[config.mk]
export PLATFORM = sky130hd
export DESIGN_NAME = ps2_key_ctrl
export DESIGN_NICKNAME = d
export VERILOG_FILES = /design/src/rtl/ps2_pkg.sv /design/src/rtl/ps2_evt_fifo.sv /design/src/rtl/ps2_key_ctrl.sv
export SDC_FILE = /design/constraint.sdc
export NUM_CORES = 1
export LEC_CHECK = 0
export ABC_AREA = 1
export BUFFER_PORTS_ARGS = -buffer_cell sky130_fd_sc_hd__clkbuf_2
export CORE_UTILIZATION = 45
export DETAILED_ROUTE_END_ITERATION = 8
export HOLD_SLACK_MARGIN = 0.05
export MAX_ROUTING_LAYER = met4
export PLACE_DENSITY = 0.63
export SYNTH_ARGS = -nofsm -noshare
export SYNTH_HDL_FRONTEND = slang
export SYNTH_SLANG_ARGS = --single-unit
export TNS_END_PERCENT = 5
[constraint.sdc]
create_clock -name clk -period 2.85 [get_ports clk]
set_clock_uncertainty 0.1 [all_clocks]
set_input_delay 0.1425 -clock clk [delete_from_list [all_inputs] [get_ports clk]]
set_output_delay 0.1425 -clock clk [all_outputs]
set_load 0.02 [all_outputs]
[src/rtl/ps2_pkg.sv]
// rtl/ps2_pkg.sv - shared constants, decoder state encoding and event record for the PS/2 key controller
package ps2_pkg;

  // Scan-code prefix bytes
  localparam logic [7:0] PS2_EXT = 8'hE0;
  localparam logic [7:0] PS2_BRK = 8'hF0;

  // Decoder states: bit 0 = E0 seen, bit 1 = F0 seen
  localparam logic [1:0] ST_IDLE     = 2'b00;
  localparam logic [1:0] ST_GOT_E0   = 2'b01;
  localparam logic [1:0] ST_GOT_F0   = 2'b10;
  localparam logic [1:0] ST_GOT_E0F0 = 2'b11;

  // One decoded key event as stored in the event FIFO
  typedef struct packed {
    logic [7:0] code;
    logic       ext;
    logic       brk;
  } ps2_evt_t;

endpackage

[src/rtl/ps2_evt_fifo.sv]
// rtl/ps2_evt_fifo.sv - power-of-two event FIFO with simultaneous push/pop even when full
module ps2_evt_fifo
  import ps2_pkg::*;
#(
  parameter int FIFO_DEPTH = 4
) (
  input  logic     clk,
  input  logic     reset,
  input  logic     push,
  input  ps2_evt_t din,
  input  logic     pop,
  output ps2_evt_t dout,
  output logic     full,
  output logic     empty
);

  localparam int AW = $clog2(FIFO_DEPTH);

  ps2_evt_t       mem [FIFO_DEPTH];
  logic [AW-1:0]  wr_ptr;
  logic [AW-1:0]  rd_ptr;
  logic [AW:0]    count;
  logic           do_pop;
  logic           do_push;

  // A pop frees the slot this cycle, so a push into a full FIFO is accepted alongside it
  assign do_pop  = pop && !empty;
  assign do_push = push && (!full || do_pop);

  // Depth is a power of two, so the top count bit alone means "holding FIFO_DEPTH entries"
  assign full  = count[AW];
  assign empty = (count == '0);
  assign dout  = mem[rd_ptr];

  // Storage and pointers; storage is cleared so the head fields read zero out of reset
  always_ff @(posedge clk or posedge reset) begin
    if (reset) begin
      wr_ptr <= '0;
      rd_ptr <= '0;
      count  <= '0;
      for (int i = 0; i < FIFO_DEPTH; i++) mem[i] <= '0;
    end else begin
      if (do_push) begin
        mem[wr_ptr] <= din;
        wr_ptr      <= wr_ptr + 1'b1;
      end
      if (do_pop) rd_ptr <= rd_ptr + 1'b1;
      case ({do_push, do_pop})
        2'b10:   count <= count + 1'b1;
        2'b01:   count <= count - 1'b1;
        default: count <= count;
      endcase
    end
  end

endmodule

[src/rtl/ps2_key_ctrl.sv]
// rtl/ps2_key_ctrl.sv - PS/2 scan-byte decoder with held-key tracking, press counter and event FIFO
module ps2_key_ctrl
  import ps2_pkg::*;
#(
  parameter int FIFO_DEPTH = 4
) (
  input  logic       clk,
  input  logic       reset,
  input  logic       rx_valid,
  input  logic [7:0] rx_data,
  output logic       ev_valid,
  input  logic       ev_ready,
  output logic [7:0] ev_code,
  output logic       ev_ext,
  output logic       ev_break,
  output logic       held,
  output logic [7:0] held_code,
  output logic [7:0] press_cnt,
  output logic       overflow,
  output logic       proto_err
);

  logic [1:0] state;
  logic [1:0] state_nxt;
  logic       dec_fire;
  logic       dec_ext;
  logic       dec_brk;
  logic       dec_err;
  logic       held_ext;
  logic       key_match;
  logic       is_repeat;
  logic       push;
  logic       fifo_full;
  logic       fifo_empty;
  ps2_evt_t   ev_in;
  ps2_evt_t   ev_head;

  // Decode one scan byte against the prefix state; a non-prefix byte completes an event
  always_comb begin
    state_nxt = state;
    dec_fire  = 1'b0;
    dec_err   = 1'b0;
    dec_ext   = state[0];
    dec_brk   = state[1];
    if (rx_valid) begin
      if (rx_data == PS2_EXT) begin
        // F0 followed by E0 is illegal; restart as a fresh E0 prefix
        dec_err   = state[1];
        state_nxt = ST_GOT_E0;
      end else if (rx_data == PS2_BRK) begin
        // F0 F0 (with or without E0 before) is illegal; restart as a plain F0 prefix
        dec_err   = state[1];
        state_nxt = state[1] ? ST_GOT_F0 : (state[0] ? ST_GOT_E0F0 : ST_GOT_F0);
      end else begin
        dec_fire  = 1'b1;
        state_nxt = ST_IDLE;
      end
    end
  end

  assign key_match = held && (held_ext == dec_ext) && (held_code == rx_data);
  assign is_repeat = !dec_brk && key_match;
  assign push      = dec_fire && !is_repeat;
  assign ev_in     = '{code: rx_data, ext: dec_ext, brk: dec_brk};

  // Prefix state and the registered protocol-error pulse
  always_ff @(posedge clk or posedge reset) begin
    if (reset) begin
      state     <= ST_IDLE;
      proto_err <= 1'b0;
    end else begin
      state     <= state_nxt;
      proto_err <= dec_err;
    end
  end

  // Held-key tracking and press counting; typematic repeats of the held key are ignored
  always_ff @(posedge clk or posedge reset) begin
    if (reset) begin
      held      <= 1'b0;
      held_ext  <= 1'b0;
      held_code <= '0;
      press_cnt <= '0;
    end else if (dec_fire) begin
      if (!dec_brk && !key_match) begin
        held      <= 1'b1;
        held_ext  <= dec_ext;
        held_code <= rx_data;
        press_cnt <= press_cnt + 8'd1;
      end else if (dec_brk && key_match) begin
        held <= 1'b0;
      end
    end
  end

  // Sticky drop flag: full FIFO with no pop this cycle loses the event
  always_ff @(posedge clk or posedge reset) begin
    if (reset) overflow <= 1'b0;
    else if (push && fifo_full && !ev_ready) overflow <= 1'b1;
  end

  ps2_evt_fifo #(
    .FIFO_DEPTH(FIFO_DEPTH)
  ) u_fifo (
    .clk  (clk),
    .reset(reset),
    .push (push),
    .din  (ev_in),
    .pop  (ev_ready),
    .dout (ev_head),
    .full (fifo_full),
    .empty(fifo_empty)
  );

  assign ev_valid = !fifo_empty;
  assign ev_code  = ev_head.code;
  assign ev_ext   = ev_head.ext;
  assign ev_break = ev_head.brk;

endmodule

* Word-level counts from Yosys, hierarchy flattened
Index checks and enable logic that the tools add are counted.
Cells by class: shift operators 0, bitwise operators 2, magnitude comparators 3, mux-type cells 19, multiply operators 0, equality and inequality tests 6, $add $sub $neg 5, div/mod/pow operators 0, reductions and logical operators 23
Operators with widths (count):
- 40-bit bitwise mux | 1
- 10-bit 2-to-1 mux | 3
- 10-bit binary-select mux with 2-bit select | 1
- 10-bit demux with 2-bit select | 1
- 8-bit equality test, second input constant | 2
- 1-bit logical AND | 11
- 1-bit 2-to-1 mux | 10
- 8-bit by 1-bit adder with 8-bit output, second input constant | 1
- 8-bit equality test | 1
- 3-bit >= comparator, second input constant | 2
- 1-bit logical NOT | 6
- 2-bit NOT with 3-bit output | 2
- 3-bit one-hot mux with 2 select lines | 1
- 2-bit by 1-bit adder with 2-bit output, second input constant | 2
- 2-bit 2-to-1 mux | 2
- 2-bit AND reduction | 2
- 2-bit nonzero test | 2
- 3-bit by 1-bit adder with 3-bit output, second input constant | 1
- 3-bit logical NOT | 1
- 3-bit by 1-bit < comparator with 1-bit output, second input constant | 1
- 3-bit by 1-bit subtractor with 3-bit output, second input constant | 1
- 2-bit by 1-bit equality test with 1-bit output, second input constant | 1
- 2-bit equality test, second input constant | 1
- 1-bit equality test | 1
- 1-bit logical OR | 1
Word-level totals: register bits after elaboration 69, memories kept 0, word-level logic and storage cells 80, bits in writable memories 0, input port bits 12, bits in read-only memories 0, bits in latches 0, output and inout bits 30

* Depth between registers and ports, before layout
Gate-level depths: netlist of the first run.
depth in word-level cells 9, depth in mapped cells 15

* Hierarchy
From an unflattened synthesis of the first run, not the netlist that was laid out.
Second synthesis, totals: cells, all modules 488, area, all modules 3833.7 µm²
Modules (own cells, without submodules):
- ps2_evt_fifo | sequential area each 1176.1 µm², cells an instance 306, area an instance 2503.7 µm², instances 1
- ps2_key_ctrl | sequential area each 550.5 µm², cells an instance 182, area an instance 1330.0 µm², instances 1

* Least setup slack after synthesis of the first run
OpenSTA, ideal clock, no wires.
kind flip-flop to flip-flop, start reg held_code[4], end reg u_fifo.count[2], data arrival time 2398 ps, cell stages (with the launch flop) 14, data required time 2619 ps, setup time 131 ps, path buffers 0, setup slack 221 ps, cell sequence dfrtp_1 > or2_2 > a21oi_1 > nand3_1 > nor2_1 > ha_1 > nor2_4 > nand2_1 > ha_1 > inv_1 > fa_1 > a21oi_1 > o21ai_0 > xor2_1
Between the ends: word-level cells in the longest chain between the ends 8, elaborated cells between the ends (all ways) 10, classes of those cells eq/ne (3); mux (1); reduce/logical (6)
Ends and longest elaborated chain:
- start, declared | RTL line ps2_key_ctrl.sv:17 | output logic [7:0] held_code,
- start signal, assigned | RTL line ps2_key_ctrl.sv:88 | held_code <= rx_data;
- 8-bit equality test (*) | RTL line ps2_key_ctrl.sv:61 | assign key_match = held && (held_ext == dec_ext) && (held_code == rx_data);
- 1-bit logical AND (*) | RTL line ps2_key_ctrl.sv:61
- 1-bit logical AND (*) | RTL line ps2_key_ctrl.sv:62 | assign is_repeat = !dec_brk && key_match;
- 1-bit logical NOT (*) | RTL line ps2_key_ctrl.sv:63 | assign push = dec_fire && !is_repeat;
- 1-bit logical AND (*) | RTL line ps2_key_ctrl.sv:63
- 1-bit logical AND (*) | RTL line ps2_evt_fifo.sv:28 | assign do_push = push && (!full || do_pop);
- 2-bit by 1-bit equality test with 1-bit output / 2-bit equality test (equally long branches) | RTL line ps2_evt_fifo.sv:48 | case ({do_push, do_pop})
- 3-bit one-hot mux with 2 select lines / 2-bit nonzero test (equally long branches)
- end signal, assigned | RTL line ps2_evt_fifo.sv:49 | 2'b10: count <= count + 1'b1;
- end signal, assigned | RTL line ps2_evt_fifo.sv:50 | 2'b01: count <= count - 1'b1;
- end signal, assigned | RTL line ps2_evt_fifo.sv:51 | default: count <= count;
- end, declared | RTL line ps2_evt_fifo.sv:22 | logic [AW:0] count;
Mark *: on every way between the ends. The rest lies on a longest branch, timed or not. A chain may end at the register's enable or synchronous reset.

* Worst setup path after layout of the first run
start in rx_data[3], end reg u_fifo.count[2]
Between the ends: word-level cells in the longest chain between the ends 8, elaborated cells between the ends (all ways) 15, classes of those cells eq/ne (5); mux (4); reduce/logical (6)
Ends and longest elaborated chain:
- start, declared | RTL line ps2_key_ctrl.sv:10 | input logic [7:0] rx_data,
- 8-bit equality test (on tied branches) | RTL line ps2_key_ctrl.sv:50, ps2_key_ctrl.sv:61
- 1-bit 2-to-1 mux / 1-bit logical AND (equally long branches) | RTL line ps2_key_ctrl.sv:50, ps2_key_ctrl.sv:61
- 1-bit 2-to-1 mux / 1-bit logical AND (equally long branches) | RTL line ps2_key_ctrl.sv:46, ps2_key_ctrl.sv:62
- 1-bit 2-to-1 mux / 1-bit logical NOT (equally long branches) | RTL line ps2_key_ctrl.sv:45, ps2_key_ctrl.sv:63
- 1-bit logical AND (*) | RTL line ps2_key_ctrl.sv:63
- 1-bit logical AND (*) | RTL line ps2_evt_fifo.sv:28
- 2-bit by 1-bit equality test with 1-bit output / 2-bit equality test (equally long branches) | RTL line ps2_evt_fifo.sv:48
- 3-bit one-hot mux with 2 select lines / 2-bit nonzero test (equally long branches)
Marked as above.

==> impl_metrics.json, run 1 <==
{
  "run_status": "finished clean",
  "dp_hpwl_mm": 5.62,
  "antenna_violating_nets_remaining": 0,
  "timing.max_cap.violations": 0,
  "arrival_ps": 2800,
  "tritoncts": "built",
  "max-clock-path-buffers": 2,
  "wirelength_mm": 8.72,
  "drive_above_1_share_pct": 20.3,
  "drv_slew": 0,
  "post-route-worst-setup-slack_ps": 177,
  "critical_path_required_ps": 2980,
  "area_growth_pct": 15.6,
  "min-delay-start": "rx_data[4]",
  "clock_tree.htree_level_count": 3,
  "syn_area_per_cell_um2": 8.51,
  "cellPowerDensity_mw_per_mm2": 1020,
  "clock_tree.root_cell": "sky130_fd_sc_hd__clkbuf_8",
  "crit_path_max_fanout": 6,
  "detailedPlace.worstSlack_ps": 121,
  "cp_num_buf_inv": 3,
  "final_net_count": 493,
  "min_tclk_post_route_ps": 2670,
  "die_x_um": 91.8,
  "final.setup.tns_ps": 0,
  "critPathCaptureType": "register",
  "max_freq_ghz": 0.374,
  "die_y_um": 91.8,
  "insertedDiodeCount": 0,
  "initial_antenna_violation_count": 0,
  "wl_per_cell_um": 15.1,
  "post-route-util_pct": 53.9,
  "reg2reg_from": "held_code[4]",
  "slew_headroom_pct": 48.6,
  "timing.critical_path.slowest_stage_cell": "sky130_fd_sc_hd__dlygate4sd3_1",
  "synth_seq_cells": 69,
  "clk_transition_reported_paths_ps": 80,
  "rows": 32,
  "floorplan.initialDensity_pct": 46.7,
  "vias_per_cell": 5.30,
  "grt_max_degree": 48,
  "total_cts_buffers": 9,
  "clkLatencyLatePin_ps": 350,
  "drc": 0,
  "cts_sinks": 69,
  "timing_worst_slew_pin_value_ps": 770,
  "finalSetupViolCount": 0,
  "syn_nets": 447,
  "gr-usage-all-layers_pct": 23.2,
  "synth_cells": 426,
  "leakagePower_uw": 0.00213,
  "drt-pass1-iter-count": 4,
  "placement.io_buffers": 41,
  "grt.overflow.total": 0,
  "synthesis.yosys.warnings": 0,
  "slowest_delay_ps": 540,
  "total_power_uw": 4290,
  "vdd_ir_drop_max_v": 0.000479,
  "first_pass_grt_wire_length_mm": 14.6,
  "place_congestion": 0.780,
  "crit_type": "input pin to register",
  "die_area_mm2": 0.00842,
  "syn-cell-area_mm2": 0.00362,
  "vias": 3066,
  "ys_types": 36,
  "final_hold_viol_count": 0,
  "coreArea_mm2": 0.00777,
  "setup.worst_path.start_class": "input pin",
  "number_of_global_route_vias_before_repair": 2938,
  "setup.worst_path.start": "rx_data[3]",
  "final.period_utilization_pct": 93.8,
  "cell_family_with_most_cp_delay": "buffers and inverters",
  "design.portCount": 42,
  "worstHoldPathType": "input pin to register",
  "timing.critical_path.cells": "dlygate4sd3_1 -> clkbuf_2 -> xor2_1 -> a21oi_1 -> nand3_1 -> nor2_2 -> ha_2 -> nor2_4 -> nand2_2 -> ha_1 -> inv_1 -> fa_1 -> a21oi_1 -> o21ai_1 -> xor2_1",
  "drt_first_iter_violations": 218,
  "synth_seq_area_share_pct": 47.6
}
[layout by cell type, fill, tap and decap left out, types with 2 or more instances in the layout]
cell / count
sky130_fd_sc_hd__clkbuf_8: 10
sky130_fd_sc_hd__buf_4: 11
sky130_fd_sc_hd__nand3_1: 6
sky130_fd_sc_hd__nand2_1: 131
sky130_fd_sc_hd__nor2_4: 2
sky130_fd_sc_hd__dfrtp_1: 69
sky130_fd_sc_hd__xor2_1: 7
sky130_fd_sc_hd__nor3_1: 2
sky130_fd_sc_hd__o21bai_1: 2
sky130_fd_sc_hd__bufinv_16: 2
sky130_fd_sc_hd__a21oi_1: 3
sky130_fd_sc_hd__ha_1: 7
sky130_fd_sc_hd__nand2_2: 4
sky130_fd_sc_hd__clkbuf_2: 40
sky130_fd_sc_hd__nor2_1: 28
sky130_fd_sc_hd__xnor2_1: 4
sky130_fd_sc_hd__o21ai_2: 6
sky130_fd_sc_hd__nand4_2: 4
sky130_fd_sc_hd__inv_1: 21
sky130_fd_sc_hd__nand3b_1: 2
sky130_fd_sc_hd__o22ai_1: 11
sky130_fd_sc_hd__inv_2: 5
sky130_fd_sc_hd__clkinv_2: 2
sky130_fd_sc_hd__o21ai_0: 31
sky130_fd_sc_hd__nor2_2: 3
sky130_fd_sc_hd__nand4_1: 41
sky130_fd_sc_hd__dlygate4sd3_1: 9
[cells in the mapped netlist, drive strengths merged]
library cell / instances / share of area [%]
a21oi: 3 / 0.41
a31oi: 1 / 0.17
and3: 1 / 0.17
buf: 16 / 3.4
clkbuf: 9 / 1.2
clkinv: 1 / 0.10
dfrtp: 69 / 48
fa: 1 / 0.55
ha: 8 / 2.8
inv: 27 / 2.9
nand2: 136 / 14
nand3: 7 / 1.3
nand3b: 2 / 0.41
nand4: 45 / 8.5
nor2: 34 / 4.5
nor3: 2 / 0.28
o21a: 1 / 0.21
o21ai: 38 / 5.9
o21bai: 2 / 0.41
o22ai: 11 / 1.9
or2: 1 / 0.17
xnor2: 4 / 0.97
xor2: 7 / 1.7
[power breakdown]
part / switching, µW / internal [µW] / leakage [µW]
logic: 1200 / 593 / 0.00115
registers: 248 / 1340 / 0.000864
clock network: 391 / 515 / 0.000112
[final timing paths]
check / to / slack, ps / cells after the start
max in group asynchronous: u_fifo.wr_ptr[0] / 1550 / 4
worst max register to register: u_fifo.count[2] / 190 / 13
worst min register to register: u_fifo.mem[29] / 370 / 2
worst max-delay path: u_fifo.count[2] / 180 / 15
min in group asynchronous: held_ext / 350 / 3
worst min-delay path: u_fifo.mem[26] / 100 / 4
[metrics by stage]
step | hold WS (ps) | area [µm²] | instances
after floorplan | 159 | 3620 | 426
after global placement | 214 | 3850 | 552
after detailed placement | 218 | 3850 | 552
after CTS | 90.5 | 4160 | 577
after global routing | 123 | 4190 | 579
final | 101 | 4190 | 579
[kinds of logic (layout without fill, tap and decap cells)]
group           Yosys count  in the layout  share of synthesized area, %
fa+ha+maj                 9              9                          3.31
buf+inv                  53            104                          7.59
flops                    69             69                          47.6
simple gates            228            228                          29.8
xor+xnor                 11             11                          2.66
compound gates           56             56                          8.97
[area by class of cell]
type,instances,area (µm²)
fill,738,3580
clock inverter,6,86.3
sequential,69,1730
multi-input combinational,304,1630
timing repair buffer,60,373
clock buffer,10,138
inverter,28,108
tap,102,128
[timing repair]
action / in CTS / in global routing
endpoints found under the setup margin: 0 / 1
hold endpoints to repair: 59 / 0
buffers inserted: 0 / 2
hold buffers: 9 / 0
gates resized for setup: 0 / 7
[sequential cells by signal (all words and copies together) (netlist names)]
signal	count
held	1
held_code	8
held_ext	1
overflow	1
press_cnt	8
proto_err	1
state	2
u_fifo.count	3
u_fifo.mem	40
u_fifo.rd_ptr	2
u_fifo.wr_ptr	2
[routing by layer]
layer | wire length (µm) | GRT usage, % | vias up
met1 | 4130 | 31.2 | 1476
met5 | 0 | - | -
met3 | 404 | 3.81 | 13
li1 | - | - | 1506
met2 | 4050 | 35.5 | 71
met4 | 144 | 9.11 | 0
[worst min-delay path: stages]
cell and delay [ps]:
sky130_fd_sc_hd__clkbuf_2 90, sky130_fd_sc_hd__buf_4 150, sky130_fd_sc_hd__nand4_1 80, sky130_fd_sc_hd__nand2_1 50
Note: power is estimated with default switching activity, not from simulation.
==> run 2: changes to the inputs <==
--- a/config.mk
+++ b/config.mk
@@ -9,9 +9,11 @@
 export BUFFER_PORTS_ARGS = -buffer_cell sky130_fd_sc_hd__clkbuf_2
 export CORE_UTILIZATION = 45
 export DETAILED_ROUTE_END_ITERATION = 8
+export GPL_TIMING_DRIVEN = 0
 export HOLD_SLACK_MARGIN = 0.05
 export MAX_ROUTING_LAYER = met4
 export PLACE_DENSITY = 0.63
+export SLEW_MARGIN = 10
 export SYNTH_ARGS = -nofsm -noshare
 export SYNTH_HDL_FRONTEND = slang
 export SYNTH_SLANG_ARGS = --single-unit
==> constraint.sdc (replaced) <==
create_clock -name clk -period 2.8 [get_ports clk]
set_clock_uncertainty 0.1 [all_clocks]
set_input_delay 0.14 -clock clk [delete_from_list [all_inputs] [get_ports clk]]
set_output_delay 0.14 -clock clk [all_outputs]
set_load 0.02 [all_outputs]
==> run 2 against run 1 <==
Against the previous run: die area unchanged; critical path depth unchanged; sequential power about the same; final area increased by 3.6%; hold slack got worse by 46 ps; clock power increased by 4.5%; highest routed layer unchanged.
==> impl_metrics.json, run 2 (same netlist as run 1, synthesis figures left out) <==
{
  "cp_num_buf_inv": 3,
  "grt.met1_usage_pct": 33.0,
  "final.period_utilization_pct": 93.7,
  "placement.io_buffers": 38,
  "reg_top3": "u_fifo.mem x40, held_code x8, press_cnt x8",
  "hold_slack_ps": 55.1,
  "clkLatencyLatePin_ps": 340,
  "min_tclk_post_route_ps": 2620,
  "clkPwrFrac_pct": 21.1,
  "timing.max_cap.violations": 0,
  "final_hold_viol_count": 0,
  "slowest_delay_ps": 530,
  "setup.worst_path.start_class": "input pin",
  "tritoncts": "built",
  "timing.critical_path.cells": "dlygate4sd3_1 -> clkbuf_2 -> xor2_1 -> a21oi_2 -> nand3_1 -> nor2_2 -> ha_2 -> nor2_4 -> nand2_2 -> ha_1 -> inv_2 -> fa_2 -> a21oi_2 -> o21ai_1 -> xor2_1",
  "number_of_global_route_vias_before_repair": 3132,
  "clock_tree.htree_level_count": 3,
  "number_of_cells_traversed_by_the_worst_hold_path": 3,
  "critPathCaptureType": "register",
  "wl_per_cell_um": 15.9,
  "worstHoldPathType": "input pin to register",
  "vias_per_cell": 5.31,
  "max-clock-path-buffers": 2,
  "coreArea_mm2": 0.00777,
  "power.share.sequential_pct": 35.6,
  "insertedDiodeCount": 0,
  "largest_register_ffs": 40,
  "max_freq_ghz": 0.381,
  "arrival_ps": 2750,
  "drive_above_1_share_pct": 21.6,
  "groute.layer.met3.usage_pct": 3.32,
  "p_comb_share_pct": 43.3,
  "numPlacedInstances": 567,
  "drt-pass1-iter-count": 4,
  "die_area_mm2": 0.00842,
  "drv_slew": 0,
  "cp_num_cells": 15,
  "global_route.usage.met2_pct": 39.7,
  "area_growth_pct": 19.7,
  "register_with_the_most_flip_flops": "u_fifo.mem",
  "final_net_count": 508,
  "rows": 32,
  "finalSetupViolCount": 0,
  "crit_path_max_fanout": 7,
  "first_pass_grt_wire_length_mm": 15.7,
  "vdd_ir_drop_max_v": 0.000412,
  "global_route.peak_usage_layer": "met2",
  "drt_first_iter_violations": 151,
  "design.portCount": 42,
  "netSwitchingPower_uw": 1900,
  "place_congestion": 0.788,
  "cts_sinks": 69,
  "gr-usage-all-layers_pct": 24.9,
  "floorplan.initialDensity_pct": 46.7,
  "cellInternalPower_uw": 2590,
  "die_y_um": 91.8,
  "number_of_standard_cells_in_the_final_layout_excluding_fillers": 593,
  "total_cts_buffers": 9,
  "run_status": "finished clean",
  "grt_max_degree": 48,
  "grt.overflow.total": 0,
  "antenna_violating_nets_remaining": 0,
  "ff2ff_path_depth": 13,
  "timing_worst_slew_pin_value_ps": 601,
  "timing.critical_path.slowest_stage_cell": "sky130_fd_sc_hd__dlygate4sd3_1",
  "cellPowerDensity_mw_per_mm2": 1030,
  "vias": 3150,
  "wirelength_mm": 9.44,
  "final_common_cell": "sky130_fd_sc_hd__nand2_1",
  "cell_family_with_most_cp_delay": "buffers and inverters",
  "slew_headroom_pct": 60.0,
  "drc": 0,
  "crit_type": "input pin to register",
  "clock_tree.root_cell": "sky130_fd_sc_hd__clkbuf_8",
  "critical_path_required_ps": 2920,
  "switching_portion_of_total_power_pct": 42.4,
  "dp_hpwl_mm": 6.21,
  "mostFrequentLayoutCells": "sky130_fd_sc_hd__nand2_1, sky130_fd_sc_hd__dfrtp_1, sky130_fd_sc_hd__nand4_1",
  "initial_antenna_violation_count": 0,
  "rsz_0062_raised_after_global_routing": "false",
  "clk_transition_reported_paths_ps": 70,
  "leakagePower_uw": 0.00220,
  "die_x_um": 91.8
}
## run 2: changes by cell type in the layout (fill, tap and decap cells not counted), moves of 2 or more
cell / previous run / this run
sky130_fd_sc_hd__buf_2: 0 / 8
sky130_fd_sc_hd__buf_4: 11 / 3
sky130_fd_sc_hd__buf_6: 0 / 6
sky130_fd_sc_hd__clkbuf_1: 0 / 6
sky130_fd_sc_hd__clkbuf_2: 40 / 37
sky130_fd_sc_hd__clkbuf_4: 0 / 3
sky130_fd_sc_hd__a21oi_1: 3 / 1
sky130_fd_sc_hd__a21oi_2: 0 / 2
sky130_fd_sc_hd__clkbuf_8: 10 / 12
sky130_fd_sc_hd__clkinv_2: 2 / 0
## run 2: repair_timing
item | CTS | global route
setup buffers | 0 | 1
gates resized for setup | 4 | 6
hold endpoints to repair | 101 | 0
pin swaps | 1 | 7
endpoints found under the setup margin | 1 | 1
hold buffers | 11 | 0
## run 2: path summary, 6_finish.rpt
kind,startpoint,slack (ps),end
worst max-delay path,rx_data[3],180,u_fifo.count[2]
worst min-delay path,rx_data[2],60,held_code[2]
worst max register to register,held_code[4],210,u_fifo.count[2]
worst min register to register,u_fifo.mem[16],370,u_fifo.mem[16]
max in group asynchronous,reset,1850,u_fifo.rd_ptr[1]
min in group asynchronous,reset,210,proto_err
## run 2: routing by layer
metal	share of wire, %	vias to the layer above	routed length, µm
li1	-	1540	-
met1	47	1517	4450
met2	47	80	4450
met3	4.1	13	384
met4	1.6	0	154
met5	0	-	0
## run 2: final cells by class
type                       instances  area, µm²
fill                             740       3430
sequential                        69       1730
multi-input combinational        304       1640
timing repair buffer              50        333
buffer                            25        168
clock buffer                      12        165
tap                              102        128
inverter                          28        110
clock inverter                     3       67.6
## run 2: worst reg2reg max path: cells and delay by family (launching register included)
| family | cells | cell delay (ps) |
|---|---|---|
| adders and majority gates | 3 | 760 |
| and+or+nand+nor | 5 | 640 |
| DFF | 1 | 420 |
| AOI/OAI and AO/OA | 3 | 370 |
| xor gates and xnor gates | 1 | 140 |
| buffers and inverters | 1 | 60 |
## run 2: metrics by stage
step           setup slack [ps]  TNS (ps)  power [µW]  area (µm²)  util, %
2_1_floorplan               171         0        2910        3620        -
3_3_place_gp               -176    -11820        3460        3940     50.8
3_5_place_dp               -114      -114        3510        3970     51.1
4_1_cts                    32.0         0        4490        4330     55.7
5_1_grt                    8.07         0        4820        4340     55.9
6_report                    176         0        4490        4340     55.9
## run 2: power groups by stage
stage	clock [µW]	combinational, µW	sequential, µW
3_5_place_dp	0	1900	1610
5_1_grt	1000	2170	1650
2_1_floorplan	0	1280	1630
6_report	947	1950	1600
3_3_place_gp	0	1860	1600
4_1_cts	968	1930	1600
